--- config.mk ---
export PLATFORM = sky130hd
export DESIGN_NAME = grc_golden_table
export DESIGN_NICKNAME = d
export VERILOG_FILES = /design/src/rtl/grc_pkg.sv /design/src/rtl/grc_golden_table.sv
export SDC_FILE = /design/constraint.sdc
export NUM_CORES = 1
export LEC_CHECK = 0
export BUFFER_PORTS_ARGS = -buffer_cell sky130_fd_sc_hd__buf_4
export CORE_ASPECT_RATIO = 1.25
export CORE_MARGIN = 2
export CORE_UTILIZATION = 35
export CTS_BUF_LIST = sky130_fd_sc_hd__clkbuf_16
export CTS_CLUSTER_SIZE = 24
export DETAILED_ROUTE_END_ITERATION = 7
export PLACE_DENSITY = 0.63
export SYNTH_ARGS = -nofsm -noshare
export SYNTH_HDL_FRONTEND = slang
export SYNTH_SLANG_ARGS = --single-unit
--- constraint.sdc ---
create_clock -name CK -period 2.5 [get_ports CK]
set_input_delay 0.75 -clock CK [delete_from_list [all_inputs] [get_ports CK]]
set_output_delay 0.75 -clock CK [all_outputs]
set_load 0.02 [all_outputs]
--- src/rtl/grc_pkg.sv ---
// grc_pkg: shared state encoding and mode constants for the golden response checker.
package grc_pkg;
    typedef enum logic [1:0] {IDLE, RUN, DONE} state_t;
    localparam logic MODE_LEARN = 1'b0;
    localparam logic MODE_CHECK = 1'b1;
endpackage

--- src/rtl/grc_golden_table.sv ---
// grc_golden_table: per-vector golden response store with learned flags.
// One synchronous write port, one asynchronous read port on the same address.
module grc_golden_table
    import grc_pkg::*;
#(
    parameter int N_IN  = 4,
    parameter int N_OUT = 1
) (
    input  logic             CK,
    input  logic             reset,
    input  logic             i_we,
    input  logic [N_IN-1:0]  i_addr,
    input  logic [N_OUT-1:0] i_wdata,
    output logic [N_OUT-1:0] o_rdata,
    output logic             o_learned
);
    localparam int D = 2 ** N_IN;

    logic [N_OUT-1:0] r_gold [D];
    logic [D-1:0]     r_learned;

    always_ff @(posedge CK) begin
        if (reset) begin
            for (int i = 0; i < D; i++) r_gold[i] <= '0;
            r_learned <= '0;
        end else if (i_we) begin
            r_gold[i_addr]    <= i_wdata;
            r_learned[i_addr] <= 1'b1;
        end
    end

    assign o_rdata   = r_gold[i_addr];
    assign o_learned = r_learned[i_addr];
endmodule

# --- After elaboration in Yosys (flattened, before gate mapping) ---
# Memory sizes are Yosys's and may differ from the RTL's.
# Cells that the tools add are included.
totals:
  regBits: 16
  ramBits: 16
  in_bits: 8
  wordCells: 19
  memories: 1
op_classes:
  n_lt_le_gt_ge: 2
  muxes: 12
  bitwise: 1
  n_reduce_logical: 2
mem_list:
  columns: ["memory", "words", "width", "read_ports", "rd_clocked_by_memory_dff", "write_ports", "line_no", "source"]
  rows:
  - ["r_gold", 16, 1, 1, 0, 16, "grc_golden_table.sv:19", "logic [N_OUT-1:0] r_gold [D];"]
op_table:
  columns: ["operator", "count"]
  rows:
  - ["OR 16 bit", 1]
  - ["2-to-1 mux 1 bit", 9]
  - ["< comparator 4 x 5 -> 1 bit, second input constant", 1]
  - ["binary-select mux 1 bit (select 4 bit)", 1]
  - ["demux 1 bit (select 4 bit)", 1]
  - [">= comparator 4 x 1 -> 1 bit, second input constant", 1]
  - ["2-to-1 mux 4 bit", 1]
  - ["logical AND 1 bit", 1]
  - ["OR reduction 1 bit", 1]

# --- Depth between registers and ports, before layout ---
# Gate-level depths: netlist (run 1).
logic_depth:
  ltp_word: 5
  mapped_depth: 4

# --- Worst setup path before layout (run 1) ---
# Ideal clock, no wire load.
synth_timing:
  path_type: "in2out"
  start: "input i_addr[0]"
  end: "output o_rdata"
  arrival_time_ps: 1685
  required_ps: 1750
  path_slack_ps: 65
  stages: 4
  path_cell_list: "buf_6 > mux4_2 > a22oi_2 > nand3_1"
synth_via:
  elab_chain_len: 1
synth_rtl:
  columns: ["element", "line_no", "source"]
  rows:
  - ["start: declaration", "grc_golden_table.sv:12", "input logic [N_IN-1:0] i_addr,"]
  - ["memory read (16 x 1 bit)", null, null]
  - ["end: declaration", "grc_golden_table.sv:14", "output logic [N_OUT-1:0] o_rdata,"]
# No other way between the ends.

# --- Worst setup path in the final report (run 1) ---
layout_timing:
  start: "input i_addr[0]"
  end: "output o_learned"
layout_via:
  elab_chain_len: 2
layout_rtl:
  columns: ["element", "line_no", "source"]
  rows:
  - ["binary-select mux 1 bit (select 4 bit)", "grc_golden_table.sv:33", "assign o_learned = r_learned[i_addr];"]
  - ["2-to-1 mux 1 bit (not written as such)", "grc_golden_table.sv:33", null]
  - ["end: declaration", "grc_golden_table.sv:15", "output logic o_learned"]
# No other way between the ends. The select of a mux whose other input is x is not followed.

==> flow_metrics.py, run 1 <==
metrics = {
    "layout": {
        "nFillCells": 415,
        "seq_area_sq_um": 801,
        "drive_gt1_share_pct": 24.2,
        "fin_nets": 167,
        "multi_input_area_sq_um": 663,
        "fin_cells": 215,
        "diodes": 0,
        "area_growth_pct": 18.5,
    },
    "routing": {
        "first_pass_iters": 4,
        "drt_iter0_markers": 42,
        "routedWlPerCell_um": 15.7,
        "vias_per_cell": 5.16,
        "drt-total-wl_um": 3380,
        "postRouteAntennaNets": 0,
        "num_vias": 1110,
        "drc": 0,
    },
    "clock_tree": {
        "tritoncts": "yes",
        "cts_buffer_depth": 2,
        "clock-sinks": 32,
        "cts_buffers": 5,
        "cts_root_buffer": "clkbuf_16",
        "insertion_delay_ns": 0.27,
        "h-tree-depth": 2,
        "hold_buffers": 0,
        "clk_pin_slew_ns": 0.05,
        "post_cts_buffers": 0,
    },
    "sta": {
        "fmax_mhz": 394,
        "tightest_slew_ns": 0.552,
        "setup_ws_ns": -0.0373,
        "clock_skew_ns": 0,
        "rsz0062_at_grt": "true",
        "hold_viol_final": 0,
        "setup_viol": 2,
        "slew-limit-headroom_pct": 63.0,
        "fin_tns_setup_ns": -0.0612,
        "timing.final.crit_period_ns": 2.54,
        "min_period_over_period_pct": 101,
        "drv_slew": 0,
    },
    "hold_path": {
        "hold_path.class": "reg -> reg",
    },
    "logic_synthesis": {
        "synth_seq_area_share_pct": 51.1,
        "synth_cell_type_count": 26,
        "synth_edf_count": 16,
        "yosysTopAreaCell": "edfxtp_1",
        "yosysTopAreaCellShare_pct": 30.7,
        "yosys-top-cells-count": "nand2_1, dfxtp_1, edfxtp_1",
        "synth-async-reset-ratio_pct": 0,
        "synth_most_common_cell": "nand2_1",
        "ys_warn_count": 0,
        "synth_seq_cells": 32,
        "synth_area_per_cell_sq_um": 10.7,
        "synth_nets": 155,
        "syn-cell-area_sq_mm": 0.00157,
        "syn_inst": 147,
        "synthFlopType": "edfxtp_1",
        "netlist_top_cells_area": "edfxtp_1, dfxtp_1, mux4_1, nand2_1, o21ai_0",
    },
    "critical_path": {
        "critPathRequiredTime_ns": 1.75,
        "cp_max_fo": 7,
        "worstSetupEndpointType": "output port",
        "critPathLaunchType": "input port",
        "arrival_ns": 1.79,
        "worstSetupPathType": "in -> out",
    },
    "global_routing": {
        "grt_pass1_vias": 1170,
        "globalRouteTotalUtil_pct": 15.4,
        "grt_pass1_wl_um": 5720,
        "antenna_found_initial": 0,
        "grt_max_degree": 22,
        "grt-ovfl-total": 0,
    },
    "die": {
        "die_h_um": 78.8,
        "dieArea_sq_mm": 0.00503,
        "die_w_um": 63.8,
        "start_util_pct": 35.9,
        "io-pin-count": 10,
        "core_sq_mm": 0.00436,
        "row_count": 27,
    },
    "placed_design": {
        "placed_cells": 210,
        "dp_hpwl_um": 2370,
        "gp_congestion": 0.776,
        "numPortBuffers": 9,
    },
    "power": {
        "p_per_area_mw_per_mm2": 665,
        "total_leakage_power_uw": 0.000754,
        "worst_ir_drop_vdd_uv": 260,
    },
    "run": {
        "cap_violations": 0,
    },
    "outcome": {
        "status": "finished, violations left",
        "violations": "setup timing",
    },
}
flip-flops by register name, indices dropped and copies added (netlist names):
register and flops:
r_learned 16, r_gold 16
cell usage in the layout (no fill, tap or decap), drive strengths merged:
master / count
nand2: 28
edfxtp: 16
dfxtp: 16
inv: 15
o21ai: 14
buf: 13
and3: 9
mux4: 8
nor2: 7
nor2b: 5
clkbuf: 5
nand3: 5
a21o: 3
and4bb: 2
or2: 2
a22oi: 2
and2: 2
nor4b: 1
and4b: 1
and2b: 1
nand4b: 1
nor3: 1
layer usage:
metal	up-vias	track usage [%]	part of all wire, %
met5	-	0	0
met4	0	8.91	3.4
met3	11	3.68	3.5
met2	24	25.4	51
met1	548	18.0	42
li1	527	-	-
critical path: stages:
cell	delay, ns
buf_12	0.11
buf_12	0.10
mux4_2	0.49
nand3_1	0.12
nand3_2	0.09
buf_6	0.14
report_power, final:
group          switching, uW  total (uW)  leakage [uW]  internal, uW
clock                    186         535     0.0000616           349
combinational           61.7         116      0.000410          54.3
sequential              9.31         582      0.000282           573
worst paths after layout:
path,start,to,slack [ns],cells past startpoint
setup / recovery,i_addr[0],o_learned,-0.04,6
hold / removal,r_learned[11],r_learned[11],0.46,1
setup reg to reg,r_learned[12],r_learned[12],1.87,2
hold reg to reg,r_learned[11],r_learned[11],0.46,1
cell families (layout without fill, tap and decap cells):
kind of cell | Yosys count | after routing | share of synthesized area, %
muxes | 8 | 8 | 13.2
buffers and inverters | 23 | 33 | 6.15
AOI/OAI and AO/OA | 19 | 19 | 7.19
DFF | 32 | 32 | 51.1
and+or+nand+nor | 65 | 65 | 22.4
what timing repair did:
item | 4_1_cts | 5_1_grt
pin swaps | 2 | 1
resized for setup | 15 | 3
setup endpoints to repair | 2 | 2
metrics by stage:
stage / power, uW / utilization (%) / area, sq um / worst slack, ns / hold slack, ns
2_1_floorplan: 655 / - / 1570 / 0.0654 / 0.418
3_3_place_gp: 693 / 39.2 / 1710 / -0.190 / 0.430
3_5_place_dp: 697 / 39.2 / 1710 / -0.208 / 0.444
4_1_cts: 1250 / 42.2 / 1840 / -0.0425 / 0.460
5_1_grt: 1280 / 42.6 / 1860 / -0.0785 / 0.486
6_report: 1230 / 42.6 / 1860 / -0.0373 / 0.459
area by class of cell:
cell class              count  share of cell area, %
clock buffers               5                   6.74
multi-input cells          92                   35.7
well taps                  58                   3.91
flip-flops and latches     32                   43.2
inverters                  15                   3.03
repair buffers             13                   7.42
Power figures use the tool's default switching activity.
==> run 2: changes to the inputs <==
- BUFFER_PORTS_ARGS: -buffer_cell sky130_fd_sc_hd__buf_4 -> -buffer_cell sky130_fd_sc_hd__buf_2
- SETUP_SLACK_MARGIN: unset -> 0.5
==> flow_metrics.py, run 2 (synthesis results as in run 1) <==
metrics = {
    "outcome": {
        "status": "finished, violations left",
        "violations": "setup timing",
    },
    "hold_path": {
        "holdPathStages": 1,
        "hold_path.class": "reg -> reg",
    },
    "global_routing": {
        "grt_pass1_vias": 1181,
        "grt_max_degree": 22,
        "antenna_found_initial": 0,
        "grt-ovfl-total": 0,
        "grt_pass1_wl_um": 5460,
        "globalRouteTotalUtil_pct": 14.4,
    },
    "routing": {
        "num_vias": 1080,
        "drt_iter0_markers": 63,
        "drt-total-wl_um": 3170,
        "routedWlPerCell_um": 14.5,
        "drc": 0,
        "postRouteAntennaNets": 0,
        "vias_per_cell": 4.95,
        "first_pass_iters": 4,
    },
    "power": {
        "seqPwrFrac_pct": 42.2,
        "total_leakage_power_uw": 0.000764,
        "worst_ir_drop_vdd_uv": 298,
        "pwr-share-comb_pct": 7.9,
        "p_per_area_mw_per_mm2": 734,
        "switchingPower_uw": 286,
        "intPower_uw": 1090,
        "swShare_pct": 20.8,
        "clkPwrFrac_pct": 50.0,
    },
    "die": {
        "start_util_pct": 35.9,
        "die_h_um": 78.8,
        "die_w_um": 63.8,
        "dieArea_sq_mm": 0.00503,
        "core_sq_mm": 0.00436,
        "row_count": 27,
        "io-pin-count": 10,
    },
    "layout": {
        "layout_commonest_cell": "nand2_1",
        "final_cell_mix": "nand2_1, edfxtp_1, dfxtp_1",
        "top_regs": "r_gold (16), r_learned (16)",
        "fin_nets": 167,
        "fin_util_pct": 42.9,
        "diodes": 0,
        "fin_cells": 218,
        "area_growth_pct": 19.4,
        "final_area_sq_mm": 0.00187,
        "drive_gt1_share_pct": 25.0,
    },
    "placed_design": {
        "placed_cells": 210,
        "placed_area_sq_mm": 0.00168,
        "dp_hpwl_um": 2280,
        "gp_congestion": 0.746,
        "numPortBuffers": 9,
    },
    "clock_tree": {
        "insertion_delay_ns": 0.28,
        "post_cts_buffers": 0,
        "clock-sinks": 32,
        "cts_root_buffer": "clkbuf_16",
        "cts_buffers": 5,
        "tritoncts": "yes",
        "clk_pin_slew_ns": 0.05,
        "cts_buffer_depth": 2,
        "h-tree-depth": 2,
        "hold_buffers": 0,
    },
    "critical_path": {
        "cp_slowest_cell": "mux4_2",
        "cpPeakStageDelay_ns": 0.50,
        "critPathRequiredTime_ns": 1.75,
        "crit_family": "multiplexers",
        "arrival_ns": 1.79,
        "worst-path-stages": 5,
        "worstSetupPathType": "in -> out",
        "critPathLaunchType": "input port",
        "worst_r2r_path_depth": 2,
        "crit_buf_inv": 2,
        "worstSetupEndpointType": "output port",
        "cp_max_fo": 8,
        "cp_cell_sequence": "buf_12, mux4_2, a22oi_2, nand3_2, buf_6",
    },
    "run": {
        "cap_violations": 0,
    },
    "sta": {
        "drv_slew": 0,
        "clock_skew_ns": 0,
        "slew-limit-headroom_pct": 70.0,
        "whs_ns": 0.454,
        "fin_tns_setup_ns": -0.0778,
        "hold_viol_final": 0,
        "setup_ws_ns": -0.0390,
        "tightest_slew_ns": 0.450,
        "rsz0062_at_grt": "true",
        "min_period_over_period_pct": 102,
        "setup_viol": 2,
        "timing.final.crit_period_ns": 2.54,
        "fmax_mhz": 394,
    },
}
[run 2: cell count changes in the layout (fill, tap and decap cells not counted)]
| cell | delta |
|---|---|
| buf_8 | -1 |
| buf_4 | -5 |
| buf_12 | -1 |
| buf_6 | +1 |
| mux4_2 | -1 |
| mux4_1 | +1 |
| bufinv_16 | +1 |
| buf_2 | +6 |
| clkinvlp_4 | +1 |
| clkinv_2 | +1 |
[run 2: power groups by stage]
| stage | logic [uW] | clock network (uW) | registers, uW |
|---|---|---|---|
| after global placement | 97.7 | 0 | 588 |
| after global routing | 119 | 715 | 581 |
| after detailed placement | 100 | 0 | 590 |
| final | 108 | 686 | 579 |
| after floorplan | 73.7 | 0 | 586 |
| after CTS | 109 | 693 | 579 |
[run 2: worst paths after layout]
| check | start | end | slack, ns |
|---|---|---|---|
| worst min register to register | r_learned[15] | r_learned[15] | 0.45 |
| worst max-delay path | i_addr[0] | o_rdata | -0.04 |
| worst max register to register | r_learned[10] | r_learned[10] | 1.90 |
| worst min-delay path | r_learned[15] | r_learned[15] | 0.45 |
[run 2: area by class of cell]
cell class / count / area, sq um
clock inverters: 3 / 42.5
inverters: 15 / 56.3
clock buffers: 5 / 125
repair buffers: 13 / 106
well taps: 58 / 72.6
flip-flops and latches: 32 / 801
multi-input cells: 92 / 667
fillers: 423 / 2490
[run 2: per-stage QoR]
step,setup slack (ns),power [uW]
finish,-0.0390,1370
global route,-0.0967,1410
CTS,-0.0607,1380
detailed placement,-0.279,690
global placement,-0.243,686
floorplan,0.119,659
[run 2: metal layers]
metal / wire, um / share of wire [%] / global-route usage (%) / vias to the layer above
met4: 85 / 2.7 / 7.83 / 0
li1: - / - / - / 532
met3: 64 / 2.0 / 2.69 / 7
met1: 1420 / 45 / 17.4 / 527
met5: 0 / 0 / 0 / -
met2: 1600 / 51 / 24.2 / 14
[run 2: timing repair]
| item | 4_1_cts | 5_1_grt |
|---|---|---|
| pin swaps | 1 | 0 |
| gates resized for setup | 11 | 0 |
| endpoints found under the setup margin | 2 | 2 |
==> run 3: changes to the inputs <==
- ABC_AREA: unset -> 1
- CORE_UTILIZATION: 35 -> 59
- PLACE_DENSITY: 0.63 -> 0.78
==> flow_metrics.py, run 3 <==
metrics = {
    "hold_path": {
        "hold_path_end": "r_learned[12]",
        "holdPathStages": 2,
        "hold_path.class": "reg -> reg",
        "worst_hold_startpoint": "r_learned[12]",
    },
    "clock_tree": {
        "cts_buffer_depth": 2,
        "clk_pin_slew_ns": 0.05,
        "cts_buffers": 5,
        "h-tree-depth": 2,
        "cts_root_buffer": "clkbuf_16",
        "tritoncts": "yes",
        "insertion_delay_ns": 0.27,
        "clock-sinks": 32,
    },
    "global_routing": {
        "grt_pass1_vias": 1458,
        "grt-ovfl-total": 0,
        "globalRouteTotalUtil_pct": 29.2,
        "antenna_found_initial": 0,
        "grt_max_degree": 33,
        "grt_pass1_wl_um": 6780,
    },
    "layout": {
        "fin_util_pct": 77.6,
        "top_regs": "r_gold (16), r_learned (16)",
        "area_growth_pct": 27.8,
        "multi_input_area_sq_um": 754,
        "layout_commonest_cell": "nand2_1",
        "fin_nets": 256,
        "drive_gt1_share_pct": 21.8,
        "fin_cells": 282,
        "final_area_sq_mm": 0.00204,
        "diodes": 0,
        "seq_area_sq_um": 801,
        "final_cell_mix": "nand2_1, nor2_1, nand2_2",
        "nFillCells": 185,
    },
    "logic_synthesis": {
        "yosys-top-cells-count": "nand2_1, nor2_1, dfxtp_1, edfxtp_1, inv_1",
        "synth_nets": 235,
        "synth_cell_type_count": 14,
        "synth_seq_cells": 32,
        "synth_seq_area_share_pct": 50.2,
        "synth_most_common_cell": "nand2_1",
        "netlist_top_cells_area": "nand2_1, edfxtp_1, dfxtp_1, nor2_1, nand3_1",
        "yosysTopAreaCellShare_pct": 33.9,
        "syn_inst": 227,
        "ys_warn_count": 0,
        "syn-cell-area_sq_mm": 0.00160,
        "synthFlopType": "edfxtp_1",
        "synth_edf_count": 16,
        "synth-async-reset-ratio_pct": 0,
        "yosysTopAreaCell": "nand2_1",
        "synth_area_per_cell_sq_um": 7.03,
    },
    "critical_path": {
        "cp_cell_sequence": "buf_16, inv_12, buf_12, nand2_2, nand2_1, nand2_1, nand2_1, nand2_1, nand2_1, inv_1, nand2_2, buf_6",
        "worstSetupPathType": "in -> out",
        "arrival_ns": 1.58,
        "r2r-start": "r_learned[11]",
        "worst_r2r_path_depth": 2,
        "cp_common_cell": "nand2_1",
        "reg2reg_slack_ns": 1.92,
        "worstSetupEndpointType": "output port",
        "cpPeakStageDelay_ns": 0.13,
        "critPathLaunchType": "input port",
        "critPathRequiredTime_ns": 1.75,
        "cp_max_fo": 6,
        "worstReg2RegEnd": "r_learned[11]",
        "cp_slowest_cell": "buf_16",
    },
    "routing": {
        "postRouteAntennaNets": 0,
        "num_vias": 1515,
        "drc": 0,
        "vias_per_cell": 5.37,
        "drt-total-wl_um": 4020,
        "drt_iter0_markers": 87,
        "routedWlPerCell_um": 14.3,
        "first_pass_iters": 5,
    },
    "sta": {
        "slew-limit-headroom_pct": 61.3,
        "hold_viol_final": 0,
        "timing.final.crit_period_ns": 2.33,
        "setup_viol": 0,
        "setup_ws_ns": 0.174,
        "fin_tns_setup_ns": 0,
        "clock_skew_ns": 0,
        "drv_slew": 0,
        "rsz0062_at_grt": "true",
        "tightest_slew_ns": 0.579,
        "min_period_over_period_pct": 93.0,
        "fmax_mhz": 430,
    },
    "placed_design": {
        "dp_hpwl_um": 2320,
        "numPortBuffers": 9,
        "placed_cells": 268,
        "placed_area_sq_mm": 0.00169,
        "pre_cts_ws_ns": -0.0720,
        "gp_congestion": 0.881,
    },
    "die": {
        "core_sq_mm": 0.00263,
        "io-pin-count": 10,
        "start_util_pct": 60.7,
        "die_h_um": 62.1,
        "row_count": 21,
        "die_w_um": 50.5,
        "dieArea_sq_mm": 0.00314,
    },
    "power": {
        "p_per_area_mw_per_mm2": 630,
        "total_leakage_power_uw": 0.00106,
        "worst_ir_drop_vdd_uv": 514,
    },
    "outcome": {
        "status": "complete, no violations",
    },
    "run": {
        "cap_violations": 0,
    },
}
==> run 3: cell types whose count changed in the layout (fill, tap and decap cells not counted), sizes merged, moves of 5 or more <==
cell,change
nor2,+14
o21ai,-14
nor2b,-5
mux4,-8
buf,+7
nand2,+116
and3,-9
==> run 3: area by class of cell <==
type / count / area share, %
Clock buffer: 5 / 6.13
Sequential cell: 32 / 39.3
Inverter: 12 / 3.07
Clock inverter: 2 / 0.368
Tap cell: 34 / 2.09
Multi-Input combinational cell: 175 / 37.0
Timing Repair Buffer: 20 / 10.7
Timing Repair inverter: 2 / 1.35
==> run 3: timing repair <==
action / in CTS / in global routing
pin swaps: 11 / 6
resized for setup: 34 / 5
cloned: 4 / 0
endpoints found under the setup margin: 2 / 2
hold endpoints to repair: 0 / 0
hold buffers: 0 / 0
setup buffers: 2 / 1
==> run 3: worst max-delay path: cells and delay by family <==
family,cells,cell delay (ns)
AND/OR/NAND/NOR,7,0.33
buffers and inverters,5,0.48
==> run 3: worst max-delay path by stage <==
| stage | endpoint | from |
|---|---|---|
| floorplan | o_rdata | i_addr[0] |
| global placement | o_learned | i_addr[0] |
| detailed placement | o_learned | i_addr[0] |
| CTS | o_rdata | i_addr[0] |
| global route | o_learned | i_addr[0] |
| finish | o_learned | i_addr[0] |
==> run 3: kinds of logic after synthesis <==
family / count (synthesis) / synth area share, %
and+or+nand+nor: 175 / 43.7
DFF: 32 / 50.2
buffers and inverters: 20 / 6.12
==> run 3: metrics by stage <==
stage	hold slack, ns	power (uW)
floorplan	0.427	668
global placement	0.439	697
detailed placement	0.443	699
CTS	0.456	1280
global route	0.472	1320
finish	0.459	1290
==> run 3: power by group <==
group | total [uW] | leakage, uW | internal (uW) | switching (uW)
clock | 548 | 0.0000648 | 355 | 193
combinational | 154 | 0.000711 | 61.3 | 92.4
sequential | 584 | 0.000282 | 573 | 11.1
total | 1290 | 0.00106 | 988 | 297
==> run 3: routing by layer <==
metal / routed length, um / up-vias / global-route usage [%]
met2: 2090 / 66 / 48.8
met4: 143 / 0 / 16.2
met5: 0 / - / 0
met1: 1520 / 699 / 34.7
met3: 262 / 13 / 5.05
li1: - / 737 / -
